[src/rtl/cdb_arbiter_pkg.sv]
// Shared types and sizing for the CDB arbiter slice.
//   CDB_N           : results broadcast per cycle
//   NUM_FU_*        : functional-unit counts feeding the CDB
//   cdb_packet_t    : one CDB slot {valid, robn, dest_prn, value}
package cdb_arbiter_pkg;
  localparam int CDB_N       = 2;
  localparam int NUM_FU_ALU  = 3;
  localparam int NUM_FU_MULT = 2;
  localparam int NUM_FU_LOAD = 1;
  localparam int ROB_W       = 5;
  localparam int PRN_W       = 6;
  localparam int XLEN        = 32;

  typedef struct packed {
    logic             valid;
    logic [ROB_W-1:0] robn;
    logic [PRN_W-1:0] dest_prn;
    logic [XLEN-1:0]  value;
  } cdb_packet_t;
endpackage

[src/rtl/rr_select_n.sv]
// Combinational N-of-M round-robin selector.
//   ptr      : first requester index to consider (0..M-1)
//   req      : request vector
//   grant    : one bit per granted requester (at most N set)
//   slot_vld : slot s holds a grant
//   slot_idx : requester index placed in slot s, in scan order
//   last     : index of the last requester granted (ptr when none)
//   any      : at least one grant
module rr_select_n #(
  parameter  int N  = 2,
  parameter  int M  = 6,
  localparam int PW = (M > 1) ? $clog2(M) : 1
) (
  input  logic [PW-1:0]         ptr,
  input  logic [M-1:0]          req,
  output logic [M-1:0]          grant,
  output logic [N-1:0]          slot_vld,
  output logic [N-1:0][PW-1:0]  slot_idx,
  output logic [PW-1:0]         last,
  output logic                  any
);
  int cnt;
  int idx;

  always_comb begin
    grant    = '0;
    slot_vld = '0;
    slot_idx = '0;
    last     = ptr;
    any      = 1'b0;
    cnt      = 0;
    idx      = 0;
    for (int k = 0; k < M; k++) begin
      // Wrap by subtraction so non-power-of-two M needs no divider.
      idx = int'(ptr) + k;
      if (idx >= M) idx = idx - M;
      if (req[idx] && cnt < N) begin
        grant[idx]    = 1'b1;
        slot_vld[cnt] = 1'b1;
        slot_idx[cnt] = PW'(idx);
        last          = PW'(idx);
        any           = 1'b1;
        cnt           = cnt + 1;
      end
    end
  end
endmodule

[src/rtl/cdb_arbiter.sv]
// Common data bus arbiter: picks up to N completed FU results per cycle
// round-robin and broadcasts them on a registered CDB the next cycle.
//   clock, reset : posedge clock, async active-high reset
//   squash       : ROB flush; blocks grants and clears wait counters
//   req_valid    : FU i holds a completed result
//   req_packet   : result of FU i
//   req_grant    : combinational accept, FU may drop result at next edge
//   cdb_packet   : registered broadcast, slots filled from 0 in scan order
//   max_wait     : debug, longest wait seen by any request (saturating)
module cdb_arbiter
  import cdb_arbiter_pkg::*;
#(
  parameter  int N       = CDB_N,
  parameter  int NUM_REQ = NUM_FU_ALU + NUM_FU_MULT + NUM_FU_LOAD,
  localparam int PW      = (NUM_REQ > 1) ? $clog2(NUM_REQ) : 1
) (
  input  logic                             clock,
  input  logic                             reset,
  input  logic                             squash,
  input  logic        [NUM_REQ-1:0]        req_valid,
  input  cdb_packet_t [NUM_REQ-1:0]        req_packet,
  output logic        [NUM_REQ-1:0]        req_grant,
  output cdb_packet_t [N-1:0]              cdb_packet,
  output logic        [7:0]                max_wait
);
  logic [PW-1:0]               ptr, ptr_nxt;
  logic [NUM_REQ-1:0]          req_eff, grant;
  logic [N-1:0]                slot_vld;
  logic [N-1:0][PW-1:0]        slot_idx;
  logic [PW-1:0]               last;
  logic                        any;
  cdb_packet_t [N-1:0]         cdb_nxt;
  logic [NUM_REQ-1:0][7:0]     wait_cnt, wait_nxt;
  logic [7:0]                  max_nxt;

  // Reset gates requests too so nothing is accepted while it is held.
  assign req_eff   = (squash || reset) ? '0 : req_valid;
  assign req_grant = grant;

  rr_select_n #(.N(N), .M(NUM_REQ)) u_sel (
    .ptr      (ptr),
    .req      (req_eff),
    .grant    (grant),
    .slot_vld (slot_vld),
    .slot_idx (slot_idx),
    .last     (last),
    .any      (any)
  );

  assign ptr_nxt = (last == PW'(NUM_REQ - 1)) ? '0 : last + 1'b1;

  always_comb begin
    cdb_nxt = '0;
    for (int s = 0; s < N; s++) begin
      if (slot_vld[s]) begin
        cdb_nxt[s]       = req_packet[slot_idx[s]];
        cdb_nxt[s].valid = 1'b1;
      end
    end
  end

  // A request that is not valid keeps its count; FUs only withdraw on
  // grant, which has already cleared it.
  always_comb begin
    wait_nxt = wait_cnt;
    max_nxt  = max_wait;
    for (int i = 0; i < NUM_REQ; i++) begin
      if (squash || grant[i])
        wait_nxt[i] = 8'd0;
      else if (req_valid[i] && wait_cnt[i] != 8'hFF)
        wait_nxt[i] = wait_cnt[i] + 8'd1;
      if (wait_nxt[i] > max_nxt) max_nxt = wait_nxt[i];
    end
  end

  always_ff @(posedge clock or posedge reset) begin
    if (reset) begin
      ptr        <= '0;
      cdb_packet <= '0;
      wait_cnt   <= '0;
      max_wait   <= '0;
    end else begin
      if (any) ptr <= ptr_nxt;
      cdb_packet <= cdb_nxt;
      wait_cnt   <= wait_nxt;
      max_wait   <= max_nxt;
    end
  end
endmodule

[config.mk]
export PLATFORM = sky130hd
export DESIGN_NAME = cdb_arbiter
export DESIGN_NICKNAME = d
export VERILOG_FILES = /design/src/rtl/cdb_arbiter_pkg.sv /design/src/rtl/rr_select_n.sv /design/src/rtl/cdb_arbiter.sv
export SDC_FILE = /design/constraint.sdc
export NUM_CORES = 1
export LEC_CHECK = 0
export ABC_AREA = 1
export CAP_MARGIN = 20
export CORE_MARGIN = 2
export CORE_UTILIZATION = 51
export DETAILED_ROUTE_END_ITERATION = 8
export PLACE_DENSITY = 0.83
export SLEW_MARGIN = 20
export SYNTH_ARGS = -nofsm -noshare
export SYNTH_HDL_FRONTEND = slang
export SYNTH_SLANG_ARGS = --single-unit
[constraint.sdc]
create_clock -name clock -period 18.4 [get_ports clock]
set_input_delay 2.76 -clock clock [delete_from_list [all_inputs] [get_ports clock]]
set_output_delay 2.76 -clock clock [all_outputs]
set_load 0.03 [all_outputs]
== After elaboration in Yosys (flattened, before gate mapping) ==
Cells that the tools add are included.

* Flip-flop bits (word level): 147
* Input bits: 273
* Output and inout bits: 102
* Word-level logic and storage cells: 246

* Add/sub/neg operators: 22
* $lt $le $gt $ge: 41
* Equality and inequality tests: 7
* Mux-type cells: 121
* Bitwise logic cells: 10
* Reduce and logical (&&, ||, !) cells: 29

{| class="wikitable"
|+ Operators with widths
! kind !! count
|-
| $ge 32x1->1 const B || 10
|-
| $mux 32 || 10
|-
| $bmux 44 s3 || 2
|-
| $lt 32x3->1 const B || 8
|-
| $lt 32x5->1 const B || 6
|-
| $ge 32x4->1 const B || 5
|-
| $sub 32x4->32 const B || 5
|-
| $mux 8 || 18
|-
| $add 32x2->32 const B || 3
|-
| $mux 44 || 2
|-
| $mux 43 || 2
|-
| $mux 6 || 12
|-
| $add 8x1->8 const B || 6
|-
| $gt 8x8->1 || 6
|-
| $ne 8x8->1 const B || 6
|-
| $mux 3 || 13
|-
| $bwmux 6 || 5
|-
| $mux 1 || 30
|-
| $or 6x6->6 || 5
|-
| $logic_and 1x1->1 || 22
|-
| $bmux 1 s3 || 6
|-
| $demux 1 s3 || 6
|-
| $demux 3 s1 || 5
|-
| $mux 2 || 5
|-
| other kinds (15) || 32
|}

== Longest topological paths before layout ==
Gate-level depths: netlist (run 1).

* Depth in word-level cells: 35
* Depth in mapped cells: 84

== By module ==
From an unflattened synthesis (run 1), not the netlist that was laid out.

* Cell total of the unflattened synthesis: 2111
* Area, all modules: 13560.5 um^2

{| class="wikitable"
|+ Modules (own cells, without submodules)
! module !! times used !! cells an instance !! area an instance (um^2)
|-
| cdb_arbiter || 1 || 1726 || 11378.4
|-
| rr_select_n || 1 || 385 || 2182.1
|}

== Worst setup path after synthesis (run 1) ==
No wires, ideal clock.

* Path kind: input to register
* Start point: input port reset
* End point: register max_wait[0]
* Data arrival time: 13920 ps
* Data required time: 18281 ps
* Slack: 4361 ps
* Stages on the path: 61
* Buffers on the path: 0
* Cells stage by stage: nor2_8 nand2_4 o21ai_2 nand2_2 a21oi_4 ha_1 inv_1 nand2_4 inv_2 nand2_2 nand2_2 nor2_8 nor2_2 nor2_8 inv_2 ha_1 nand2_1 nand4_1 [... 25 more ...] nand2_1 a32oi_1 inv_1 nand3_1 and2_1 ha_1 nand2_1 nor2_1 a32oi_1 inv_1 nand3_1 nand2_1 ha_1 nand4_1 o31ai_1 inv_1 nand2_1 nand2_1

{| class="wikitable"
|+ RTL lines
! item !! RTL line !! source
|-
| from (decl) || cdb_arbiter.sv:18 || <nowiki>input logic reset,</nowiki>
|-
| to (signal assigned) || cdb_arbiter.sv:86 || <nowiki>max_wait <= max_nxt;</nowiki>
|-
| to (decl) || cdb_arbiter.sv:24 || <nowiki>output logic [7:0] max_wait</nowiki>
|}

==> impl_metrics.prom, run 1 <==
# TYPE chip_impl_metric gauge
chip_impl_info{name="run_status",value="finished clean"} 1
chip_impl_metric{name="maxCapViolCount",unit=""} 0
chip_impl_metric{name="route.final.wire_length",unit="um"} 56350
chip_impl_metric{name="rrSetupSlack",unit="ns"} 3.18
chip_impl_metric{name="grt_max_degree",unit=""} 174
chip_impl_metric{name="clock_sinks",unit=""} 147
chip_impl_metric{name="boundaryPins",unit=""} 375
chip_impl_metric{name="worst_clock_skew",unit="ns"} 0.01712
chip_impl_metric{name="synth_enable_flop_cells",unit=""} 0
chip_impl_metric{name="place.gp.congestion",unit=""} 0.9651
chip_impl_metric{name="buffer_ports.inserted",unit=""} 368
chip_impl_metric{name="remaining_max_slew_budget_at_the_tightest_pin",unit="%"} 25.84
chip_impl_metric{name="route.vias.total",unit=""} 17460
chip_impl_metric{name="detailed_place_hpwl",unit="um"} 39960
chip_impl_metric{name="fmax",unit="MHz"} 59.18
chip_impl_metric{name="grt_first_pass_wirelength",unit="um"} 88330
chip_impl_metric{name="wl_per_cell",unit="um"} 18.37
chip_impl_metric{name="postSynthRegisterBits",unit=""} 147
chip_impl_metric{name="worst-path-buf-inv",unit=""} 15
chip_impl_metric{name="cts_made_buffers",unit=""} 17
chip_impl_metric{name="drt-initial-drc-count",unit=""} 1843
chip_impl_metric{name="hold_violations",unit=""} 0
chip_impl_metric{name="detailedRoute.firstPassIterationCount",unit=""} 8
chip_impl_info{name="timing.critical_path.max_delay_family",value="simple AND/OR/NAND/NOR gates"} 1
chip_impl_metric{name="share_of_layout_cells_above_drive_strength_1",unit="%"} 4.595
chip_impl_metric{name="antenna_found_initial",unit=""} 7
chip_impl_metric{name="initial_core_utilization",unit="%"} 51.48
chip_impl_metric{name="ys_async_sr_fraction",unit="%"} 100.0
chip_impl_metric{name="htree_levels",unit=""} 4
chip_impl_info{name="cts_tree",value="built"} 1
chip_impl_metric{name="viasPerCell",unit=""} 5.691
chip_impl_info{name="timing_worst_setup_path_type",value="input pin to register"} 1
chip_impl_metric{name="die_w",unit="um"} 173.5
chip_impl_info{name="grt_setup_unrepaired",value="false"} 1
chip_impl_metric{name="rows",unit=""} 62
chip_impl_info{name="hold_crit_class",value="register to register"} 1
chip_impl_metric{name="ys_warn_count",unit=""} 0
chip_impl_metric{name="synth.net_count",unit=""} 2734
chip_impl_metric{name="worst_ep_required_time",unit="ns"} 18.71
chip_impl_info{name="critPathSlowestCell",value="clkdlybuf4s50_1"} 1
chip_impl_metric{name="drv_slew",unit=""} 0
chip_impl_metric{name="finalCritPeriodShare",unit="%"} 91.84
chip_impl_metric{name="max_stage_delay",unit="ns"} 0.74
chip_impl_metric{name="syn_area_per_cell",unit="sq um"} 6.153
chip_impl_info{name="clk_root_buffer_cell",value="clkbuf_16"} 1
chip_impl_metric{name="synthToLayoutAreaGrowth",unit="%"} 28.88
chip_impl_info{name="start_kind",value="input pin"} 1
chip_impl_metric{name="sum_of_overflow_across_all_layers_after_global_routing",unit=""} 0
chip_impl_metric{name="placeableCoreArea",unit="sq um"} 28470
chip_impl_metric{name="cp.arrival",unit="ns"} 17.21
chip_impl_info{name="cell_repeated_most_along_the_worst_path",value="nand2_1"} 1
chip_impl_metric{name="clock_latency_late_sink",unit="ns"} 0.44
chip_impl_info{name="worst_setup_path_end_kind",value="register"} 1
chip_impl_metric{name="clk_path_buf_depth",unit=""} 2
chip_impl_metric{name="drt.antenna.violating_nets",unit=""} 0
chip_impl_info{name="ys_dominant_reg_cell",value="dfrtp_1"} 1
chip_impl_metric{name="period_needed",unit="ns"} 16.90
chip_impl_metric{name="worst_slew_pin_slew",unit="ns"} 1.112
chip_impl_metric{name="timing.final.setup_violations",unit=""} 0
chip_impl_metric{name="postCtsHoldBufs",unit=""} 0
chip_impl_metric{name="synthCells",unit=""} 2382
chip_impl_metric{name="netlist_area",unit="sq um"} 14660
chip_impl_metric{name="cts.reportedPaths.clkPinSlew",unit="ns"} 0.07
chip_impl_metric{name="drc_markers",unit=""} 0
chip_impl_metric{name="fp.dieH",unit="um"} 173.5
chip_impl_metric{name="setup-tns-final",unit="ns"} 0
chip_impl_metric{name="distinct_cell_type_count_of_the_synthesized_netlist",unit=""} 53
chip_impl_metric{name="gr-usage-all-layers",unit="%"} 36.71
chip_impl_metric{name="die-area",unit="sq um"} 30110
chip_impl_metric{name="first_global_vias",unit=""} 16490
chip_impl_metric{name="number_of_nets_in_the_finished_design",unit=""} 3016
chip_impl_metric{name="ys_seq_area_share",unit="%"} 25.10
chip_impl_metric{name="critical_path.max_fanout",unit=""} 10
==> registers in the layout (all words and copies together), names as in the netlist <==
name	flops
max_wait	8
wait_cnt	48
cdb_packet	88
ptr	3
==> per-stage QoR <==
step | cell area, sq um | instances | hold slack (ns) | setup WS, ns | util, %
final | 18890 | 3068 | 0.6070 | 1.502 | 66.34
after global routing | 18890 | 3068 | 0.6549 | 0.1470 | 66.34
after CTS | 18860 | 3061 | 0.5989 | 1.285 | 66.25
after detailed placement | 18290 | 3029 | 0.5887 | 0.8615 | 64.24
after global placement | 18290 | 3029 | 0.5830 | 1.089 | 64.24
after floorplan | 14660 | 2382 | 0.5437 | 4.361 | -
==> cell usage in the layout, fill, tap and decap left out, types with 4 or more instances in the layout <==
cell / netlist / routed
clkbuf_16: 0 / 17
dfrtp_1: 147 / 147
nor2_1: 114 / 114
nand3_1: 269 / 268
nand2_4: 7 / 7
o21ai_1: 132 / 132
nand2_8: 3 / 5
nand2_1: 888 / 888
clkdlybuf4s50_1: 0 / 368
nand3_2: 5 / 6
nand3b_1: 4 / 4
a211oi_1: 5 / 5
o21ai_4: 0 / 4
ha_1: 79 / 79
xor2_1: 33 / 33
o211ai_1: 6 / 6
nand4_1: 37 / 37
nor3_1: 18 / 18
buf_4: 13 / 12
and2_1: 16 / 16
inv_1: 236 / 235
o21ai_2: 8 / 4
diode_2: 0 / 7
o21ai_0: 40 / 40
nand2_2: 16 / 14
inv_6: 0 / 7
inv_8: 0 / 5
o221ai_1: 7 / 7
xnor2_1: 13 / 13
inv_2: 19 / 19
a21oi_1: 117 / 117
==> synth_stat cells (all sizes together), types with 3 or more instances <==
library cell | n | area (sq um)
clkinv | 4 | 28.78
a211oi | 5 | 37.54
o211ai | 6 | 45.04
o21a | 3 | 22.52
nor4 | 3 | 18.77
nor3 | 18 | 90.09
a22oi | 3 | 22.52
nand2 | 914 | 3572
a32oi | 3 | 26.28
nand4 | 37 | 231.5
and2 | 16 | 100.1
clkbuf | 44 | 165.2
a21oi | 119 | 618.1
ha | 79 | 988.5
nor2 | 119 | 500.5
dfrtp | 147 | 3679
nand3b | 4 | 30.03
inv | 257 | 969.7
o221ai | 7 | 61.31
o31ai | 4 | 30.03
xnor2 | 14 | 130.1
buf | 73 | 521.8
nand3 | 276 | 1431
xor2 | 34 | 305.3
o21ai | 180 | 930.9
==> worst register-to-register path, delay by kind of cell (launching register included) <==
kind / cells / cell delay, ns
AOI/OAI and AO/OA: 13 / 4.35
adders and majority gates: 9 / 2.56
buffers and inverters: 13 / 2.66
DFF: 1 / 0.53
and+or+nand+nor: 34 / 5.03
==> layout make-up <==
| class | instances | area, sq um |
|---|---|---|
| fillers | 2518 | 9582 |
| multi-input cells | 1857 | 9364 |
| well taps | 384 | 480.5 |
| clock inverters | 14 | 131.4 |
| diodes | 7 | 17.52 |
| flip-flops and latches | 147 | 3679 |
| repair buffers | 380 | 3774 |
| clock buffers | 18 | 439.2 |
| inverters | 261 | 1003 |
==> timing repair <==
action,CTS,global route
hold endpoints to repair,0,0
gates resized for setup,0,2
setup endpoints to repair,0,8
buffers inserted,0,0
==> cells by family (layout without fill, tap and decap cells) <==
kind of cell | count (synthesis) | in the layout | share of synthesized area (%)
other | 0 | 7 | 0
XOR/XNOR | 48 | 48 | 2.971
AO/OA/AOI/OAI | 340 | 340 | 12.79
adder cells (fa/ha/maj) | 79 | 79 | 6.745
buffers and inverters | 378 | 673 | 11.50
AND/OR/NAND/NOR | 1390 | 1390 | 40.89
flip-flops | 147 | 147 | 25.10
==> per-layer routing <==
metal  vias up  share of wire [%]  track usage [%]
met5         -                  0                0
met2       983                 46            60.65
li1       8257                  -                -
met3       225                9.2            7.325
met4         0                5.7            19.99
met1      7996                 39            45.11
==> worst paths after layout <==
check,startpoint,endpoint,cells after the start
worst max-delay path,squash,max_wait[5],70
worst min-delay path,wait_cnt[47],wait_cnt[47],3
worst max register to register,ptr[1],max_wait[5],69
worst min register to register,wait_cnt[47],wait_cnt[47],3
max in group asynchronous,reset,cdb_packet[56],3
min in group asynchronous,reset,wait_cnt[35],2
Power of run 1 is left out: the tool's default activity adds up to more than one toggle a clock period on the data nets, which glitch-free logic cannot reach.
==> inputs of run 2 (changes only) <==
--- a/config.mk
+++ b/config.mk
@@ -5,12 +5,12 @@
 export SDC_FILE = /design/constraint.sdc
 export NUM_CORES = 1
 export LEC_CHECK = 0
-export ABC_AREA = 1
 export CAP_MARGIN = 20
 export CORE_MARGIN = 2
-export CORE_UTILIZATION = 51
+export CORE_UTILIZATION = 50
 export DETAILED_ROUTE_END_ITERATION = 8
-export PLACE_DENSITY = 0.83
+export GPL_ROUTABILITY_DRIVEN = 1
+export PLACE_DENSITY = 0.87
 export SLEW_MARGIN = 20
 export SYNTH_ARGS = -nofsm -noshare
 export SYNTH_HDL_FRONTEND = slang
==> impl_metrics.prom, run 2 <==
# TYPE chip_impl_metric gauge
chip_impl_metric{name="remaining_max_slew_budget_at_the_tightest_pin",unit="%"} 29.85
chip_impl_metric{name="max_stage_delay",unit="ns"} 0.52
chip_impl_metric{name="maxCapViolCount",unit=""} 0
chip_impl_metric{name="flip_flop_count_of_the_largest_register_all_copies_and_words_added",unit=""} 88
chip_impl_info{name="layout.cells.most_common_list",value="366 x clkdlybuf4s50_1, 222 x nand2_1, 147 x dfrtp_1"} 1
chip_impl_metric{name="synth.net_count",unit=""} 2042
chip_impl_info{name="cts_tree",value="built"} 1
chip_impl_metric{name="detailed_place_hpwl",unit="um"} 43740
chip_impl_metric{name="syn_area_per_cell",unit="sq um"} 8.022
chip_impl_metric{name="clock_latency_late_sink",unit="ns"} 0.44
chip_impl_metric{name="dpl.cell_count",unit=""} 2423
chip_impl_metric{name="drt.antenna.violating_nets",unit=""} 0
chip_impl_metric{name="postSynthRegisterBits",unit=""} 147
chip_impl_metric{name="ys_seq_area_share",unit="%"} 27.13
chip_impl_metric{name="ys_async_sr_fraction",unit="%"} 100.0
chip_impl_metric{name="netlist_area",unit="sq um"} 13560
chip_impl_info{name="hold_crit_class",value="register to register"} 1
chip_impl_info{name="critPathSlowestCell",value="or4b_4"} 1
chip_impl_metric{name="worst_clock_skew",unit="ns"} 0.01534
chip_impl_info{name="largest_registers",value="cdb_packet x88, wait_cnt x48, max_wait x8"} 1
chip_impl_metric{name="synth_top_cell_area_share",unit="%"} 27.13
chip_impl_metric{name="synthToLayoutAreaGrowth",unit="%"} 40.01
chip_impl_info{name="yosys.cell_count.top_type",value="nand2_1"} 1
chip_impl_info{name="worst_setup_path_end_kind",value="register"} 1
chip_impl_metric{name="cts.reportedPaths.clkPinSlew",unit="ns"} 0.07
chip_impl_metric{name="drc_markers",unit=""} 0
chip_impl_info{name="ys_dominant_reg_cell",value="dfrtp_1"} 1
chip_impl_metric{name="worst_ep_required_time",unit="ns"} 18.72
chip_impl_metric{name="critical_path.max_fanout",unit=""} 13
chip_impl_metric{name="detailed_place.area",unit="sq um"} 18270
chip_impl_info{name="synth_top_cells_by_area",value="dfrtp_1 27%, mux2i_1 10%, ha_1 7.3%"} 1
chip_impl_info{name="synth_top_area_cell",value="dfrtp_1"} 1
chip_impl_metric{name="fin_cells",unit=""} 2466
chip_impl_metric{name="die_w",unit="um"} 168.7
chip_impl_info{name="clk_root_buffer_cell",value="clkbuf_16"} 1
chip_impl_metric{name="cts_made_buffers",unit=""} 17
chip_impl_metric{name="boundaryPins",unit=""} 375
chip_impl_metric{name="drv_slew",unit=""} 0
chip_impl_info{name="timing_worst_setup_path_type",value="input pin to register"} 1
chip_impl_metric{name="sum_of_overflow_across_all_layers_after_global_routing",unit=""} 0
chip_impl_metric{name="synthCells",unit=""} 1690
chip_impl_metric{name="gr-usage-all-layers",unit="%"} 38.82
chip_impl_metric{name="number_of_nets_in_the_finished_design",unit=""} 2454
chip_impl_metric{name="htree_levels",unit=""} 4
chip_impl_metric{name="detailedRoute.firstPassIterationCount",unit=""} 6
chip_impl_metric{name="setup-tns-final",unit="ns"} 0
chip_impl_metric{name="buffer_ports.inserted",unit=""} 368
chip_impl_metric{name="postCtsHoldBufs",unit=""} 0
chip_impl_info{name="cell_repeated_most_along_the_worst_path",value="o21a_1"} 1
chip_impl_metric{name="wl_per_cell",unit="um"} 23.43
chip_impl_metric{name="grt_first_pass_wirelength",unit="um"} 85800
chip_impl_metric{name="clk_path_buf_depth",unit=""} 2
chip_impl_metric{name="postLayoutCellArea",unit="sq um"} 18980
chip_impl_metric{name="share_of_layout_cells_above_drive_strength_1",unit="%"} 11.30
chip_impl_metric{name="distinct_cell_type_count_of_the_synthesized_netlist",unit=""} 92
chip_impl_metric{name="place.gp.congestion",unit=""} 1.015
chip_impl_metric{name="period_needed",unit="ns"} 17.46
chip_impl_metric{name="antenna_found_initial",unit=""} 23
chip_impl_info{name="run_status",value="finished clean"} 1
chip_impl_metric{name="finalCritPeriodShare",unit="%"} 94.89
chip_impl_metric{name="synth_enable_flop_cells",unit=""} 0
chip_impl_metric{name="clock_sinks",unit=""} 147
chip_impl_metric{name="initial_core_utilization",unit="%"} 50.59
chip_impl_metric{name="grt_max_degree",unit=""} 130
chip_impl_metric{name="drt-initial-drc-count",unit=""} 1776
chip_impl_info{name="start_kind",value="input pin"} 1
chip_impl_metric{name="die-area",unit="sq um"} 28450
chip_impl_metric{name="timing.final.setup_violations",unit=""} 0
chip_impl_info{name="synth.top_cells.by_count",value="223 x nand2_1, 147 x dfrtp_1, 142 x mux2i_1"} 1
chip_impl_metric{name="hold_violations",unit=""} 0
chip_impl_metric{name="viasPerCell",unit=""} 6.385
chip_impl_metric{name="fmax",unit="MHz"} 57.28
chip_impl_metric{name="ys_warn_count",unit=""} 0
chip_impl_metric{name="fp.dieH",unit="um"} 168.7
chip_impl_info{name="max_flop_register",value="cdb_packet"} 1
chip_impl_metric{name="placeableCoreArea",unit="sq um"} 26800
chip_impl_metric{name="fillCellCount",unit=""} 2112
chip_impl_metric{name="rows",unit=""} 60
chip_impl_metric{name="cp.arrival",unit="ns"} 17.78
chip_impl_metric{name="first_global_vias",unit=""} 15010
chip_impl_info{name="final_common_cell",value="clkdlybuf4s50_1"} 1
chip_impl_metric{name="worst_slew_pin_slew",unit="ns"} 1.052
chip_impl_metric{name="route.vias.total",unit=""} 15750
chip_impl_metric{name="route.final.wire_length",unit="um"} 57780
-- run 2: timing repair --
item                       CTS  global route
gates resized for setup      0            26
setup endpoints to repair    0             8
buffers inserted             0             1
-- run 2: path summary, 6_finish.rpt --
path                       cells after the start         start  slack [ns]            to
setup / recovery                              84  req_valid[4]        0.94   max_wait[0]
hold / removal                                 2  wait_cnt[15]        0.61  wait_cnt[15]
setup reg to reg                              83        ptr[1]        2.06   max_wait[0]
hold reg to reg                                2  wait_cnt[15]        0.61  wait_cnt[15]
max in group asynchronous                      4         reset       14.03  wait_cnt[35]
min in group asynchronous                      3         reset        2.90  wait_cnt[11]
-- run 2: per-stage QoR --
step                      hold WS, ns  utilization, %  setup WS, ns
final                          0.6091           70.83        0.9405
after detailed placement       0.5935           68.15        0.2092
after floorplan                0.5454               -        0.1168
after CTS                      0.6073           70.27        0.5127
after global placement         0.5847           68.15        0.5175
after global routing           0.6261           70.82      -0.04458
-- run 2: area by class of cell --
class | count | area, sq um | area share (%)
clock inverter | 14 | 137.6 | 0.7251
inverter | 53 | 203.9 | 1.074
tap | 341 | 426.7 | 2.248
timing repair buffer | 506 | 4741 | 24.98
sequential | 147 | 3679 | 19.38
antenna | 10 | 25.02 | 0.1318
multi-input combinational | 1377 | 9340 | 49.21
clock buffer | 18 | 429.2 | 2.261
-- run 2: worst max-delay path, delay by kind of cell --
kind,cells,cell delay [ns]
AO/OA/AOI/OAI,35,5.58
AND/OR/NAND/NOR,24,4.02
buffers and inverters,13,2.26
multiplexers,3,0.63
adder cells (fa/ha/maj),9,2.51
-- run 2: per-layer routing --
| layer | routed length [um] | up-vias | global-route usage [%] |
|---|---|---|---|
| li1 | - | 7051 | - |
| met1 | 22140 | 7588 | 48.38 |
| met2 | 25940 | 900 | 60.05 |
| met3 | 6998 | 187 | 14.94 |
| met4 | 2558 | 20 | 16.57 |
| met5 | 140 | - | 0 |
-- run 2: cell families (layout without fill, tap and decap cells) --
| group | Yosys count | count (layout) | share of synthesized area, % |
|---|---|---|---|
| AO/OA/AOI/OAI | 488 | 488 | 24.03 |
| flip-flops | 147 | 147 | 27.13 |
| multiplexers | 153 | 153 | 11.42 |
| AND/OR/NAND/NOR | 606 | 606 | 21.36 |
| XOR/XNOR | 48 | 48 | 3.239 |
| buffers and inverters | 166 | 591 | 5.288 |
| adder cells (fa/ha/maj) | 82 | 82 | 7.530 |
| other | 0 | 10 | 0 |
Power of run 2 is left out for the same reason.
==> inputs of run 3 (changes only) <==
--- a/config.mk
+++ b/config.mk
@@ -5,12 +5,14 @@
 export SDC_FILE = /design/constraint.sdc
 export NUM_CORES = 1
 export LEC_CHECK = 0
+export ABC_CLOCK_PERIOD_IN_PS = 18400
 export CAP_MARGIN = 20
 export CORE_MARGIN = 2
 export CORE_UTILIZATION = 50
 export DETAILED_ROUTE_END_ITERATION = 8
 export GPL_ROUTABILITY_DRIVEN = 1
 export PLACE_DENSITY = 0.87
+export REMOVE_ABC_BUFFERS = 1
 export SLEW_MARGIN = 20
 export SYNTH_ARGS = -nofsm -noshare
 export SYNTH_HDL_FRONTEND = slang
==> impl_metrics.prom, run 3 (same netlist as run 2, synthesis figures left out) <==
# TYPE chip_impl_metric gauge
chip_impl_info{name="run_status",value="finished clean"} 1
chip_impl_info{name="largest_registers",value="cdb_packet x88, wait_cnt x48, max_wait x8"} 1
chip_impl_metric{name="clock_latency_late_sink",unit="ns"} 0.43
chip_impl_metric{name="remaining_max_slew_budget_at_the_tightest_pin",unit="%"} 29.27
chip_impl_metric{name="worst_slew_pin_slew",unit="ns"} 1.061
chip_impl_metric{name="hold_violations",unit=""} 0
chip_impl_metric{name="share_of_layout_cells_above_drive_strength_1",unit="%"} 8.256
chip_impl_metric{name="rows",unit=""} 60
chip_impl_metric{name="rrSetupSlack",unit="ns"} 2.01
chip_impl_metric{name="viasPerCell",unit=""} 6.347
chip_impl_metric{name="detailed_place_hpwl",unit="um"} 39320
chip_impl_metric{name="postLayoutCellArea",unit="sq um"} 18490
chip_impl_info{name="critPathSlowestCell",value="or4b_4"} 1
chip_impl_metric{name="cts_made_buffers",unit=""} 17
chip_impl_metric{name="setup-tns-final",unit="ns"} 0
chip_impl_info{name="min_from",value="wait_cnt[36]"} 1
chip_impl_metric{name="clock_sinks",unit=""} 147
chip_impl_metric{name="flip_flop_count_of_the_largest_register_all_copies_and_words_added",unit=""} 88
chip_impl_metric{name="route.vias.total",unit=""} 15260
chip_impl_metric{name="maxCapViolCount",unit=""} 0
chip_impl_metric{name="hold_ws",unit="ns"} 0.6093
chip_impl_metric{name="initial_core_utilization",unit="%"} 50.59
chip_impl_metric{name="finalCritPeriodShare",unit="%"} 96.19
chip_impl_metric{name="synthToLayoutAreaGrowth",unit="%"} 36.39
chip_impl_metric{name="grt_first_pass_wirelength",unit="um"} 81280
chip_impl_metric{name="worst_ep_required_time",unit="ns"} 18.70
chip_impl_metric{name="drt-initial-drc-count",unit=""} 1405
chip_impl_metric{name="cts.reportedPaths.clkPinSlew",unit="ns"} 0.07
chip_impl_metric{name="route.final.wire_length",unit="um"} 52920
chip_impl_info{name="layout.cells.most_common_list",value="367 x clkdlybuf4s50_1, 222 x nand2_1, 147 x dfrtp_1"} 1
chip_impl_metric{name="timing.final.setup_violations",unit=""} 0
chip_impl_metric{name="sum_of_overflow_across_all_layers_after_global_routing",unit=""} 0
chip_impl_info{name="cell_repeated_most_along_the_worst_path",value="o21a_1"} 1
chip_impl_metric{name="detailed_place.area",unit="sq um"} 17690
chip_impl_metric{name="boundaryPins",unit=""} 375
chip_impl_metric{name="critical_path.max_fanout",unit=""} 15
chip_impl_info{name="timing_worst_setup_path_type",value="input pin to register"} 1
chip_impl_info{name="holdPathEnd",value="wait_cnt[36]"} 1
chip_impl_metric{name="fp.dieH",unit="um"} 168.7
chip_impl_metric{name="r2r_cells",unit=""} 79
chip_impl_info{name="clk_root_buffer_cell",value="clkbuf_16"} 1
chip_impl_info{name="final_common_cell",value="clkdlybuf4s50_1"} 1
chip_impl_metric{name="place.gp.congestion",unit=""} 0.9881
chip_impl_metric{name="clk_path_buf_depth",unit=""} 2
chip_impl_metric{name="gr-usage-all-layers",unit="%"} 36.15
chip_impl_info{name="hold_crit_class",value="register to register"} 1
chip_impl_metric{name="cp.arrival",unit="ns"} 18.00
chip_impl_metric{name="detailedRoute.firstPassIterationCount",unit=""} 6
chip_impl_metric{name="antenna_found_initial",unit=""} 16
chip_impl_metric{name="buffer_ports.inserted",unit=""} 368
chip_impl_metric{name="die_w",unit="um"} 168.7
chip_impl_metric{name="wl_per_cell",unit="um"} 22.01
chip_impl_metric{name="first_global_vias",unit=""} 15310
chip_impl_info{name="start_kind",value="input pin"} 1
chip_impl_metric{name="die-area",unit="sq um"} 28450
chip_impl_metric{name="max_stage_delay",unit="ns"} 0.52
chip_impl_metric{name="holdPathStages",unit=""} 2
chip_impl_info{name="max_flop_register",value="cdb_packet"} 1
chip_impl_metric{name="drv_slew",unit=""} 0
chip_impl_metric{name="period_needed",unit="ns"} 17.70
chip_impl_info{name="cts_tree",value="built"} 1
chip_impl_metric{name="drt.antenna.violating_nets",unit=""} 0
chip_impl_metric{name="fmax",unit="MHz"} 56.50
chip_impl_metric{name="drc_markers",unit=""} 0
chip_impl_metric{name="worst_clock_skew",unit="ns"} 0.01955
chip_impl_info{name="worst_setup_path_startpoint",value="req_valid[2]"} 1
chip_impl_metric{name="placeableCoreArea",unit="sq um"} 26800
chip_impl_info{name="reg2reg_to",value="max_wait[4]"} 1
chip_impl_metric{name="number_of_nets_in_the_finished_design",unit=""} 2386
chip_impl_metric{name="htree_levels",unit=""} 4
chip_impl_metric{name="grt_max_degree",unit=""} 143
chip_impl_info{name="worst_setup_path_end_kind",value="register"} 1
chip_impl_info{name="worst_flop_to_flop_path_startpoint",value="ptr[1]"} 1
[run 3: cell types whose count changed in the layout (fill, tap and decap cells not counted), sizes merged, moves of 2 or more]
cell and change:
inv -3, buf -68, clkinv +2, diode +6
[run 3: routing by layer]
| metal | vias up | global-route usage, % | routed length (um) |
|---|---|---|---|
| li1 | 6933 | - | - |
| met1 | 7330 | 42.59 | 20280 |
| met2 | 806 | 58.77 | 24410 |
| met3 | 188 | 11.13 | 5321 |
| met4 | 2 | 20.16 | 2902 |
| met5 | - | 0 | 9 |
[run 3: through the flow]
stage / setup slack, ns / util [%] / instances
floorplan: -0.8246 / - / 1577
global placement: 0.3633 / 66.02 / 2351
detailed placement: 0.01978 / 66.02 / 2351
CTS: 0.3213 / 68.23 / 2383
global route: -0.03486 / 68.97 / 2401
finish: 0.7010 / 69.00 / 2404
[run 3: worst max-delay path by stage]
stage,end,slack (ns),cells past startpoint
finish,max_wait[4],0.70,77
global route,max_wait[4],-0.03,82
CTS,max_wait[4],0.32,83
detailed placement,max_wait[4],0.02,83
global placement,max_wait[4],0.36,83
floorplan,max_wait[4],-0.82,77
[run 3: repair_timing]
item,in CTS,in global routing
gates resized for setup,0,24
endpoints found under the setup margin,0,8
setup buffers,0,5
hold buffers,0,0
[run 3: area by class of cell]
type / instances / area, sq um
repair buffers: 438 / 4227
fillers: 2185 / 8309
multi-input cells: 1377 / 9324
clock buffers: 19 / 452.9
well taps: 341 / 426.7
clock inverters: 13 / 138.9
diodes: 16 / 40.04
flip-flops and latches: 147 / 3679
inverters: 53 / 203.9
[run 3: critical path, delay by kind of cell]
| kind | cells | cell delay (ns) |
|---|---|---|
| AO/OA/AOI/OAI | 33 | 5.36 |
| AND/OR/NAND/NOR | 24 | 4.72 |
| adder cells (fa/ha/maj) | 9 | 2.74 |
| buffers and inverters | 8 | 1.49 |
| multiplexers | 3 | 0.91 |
Power of run 3 is left out for the same reason.
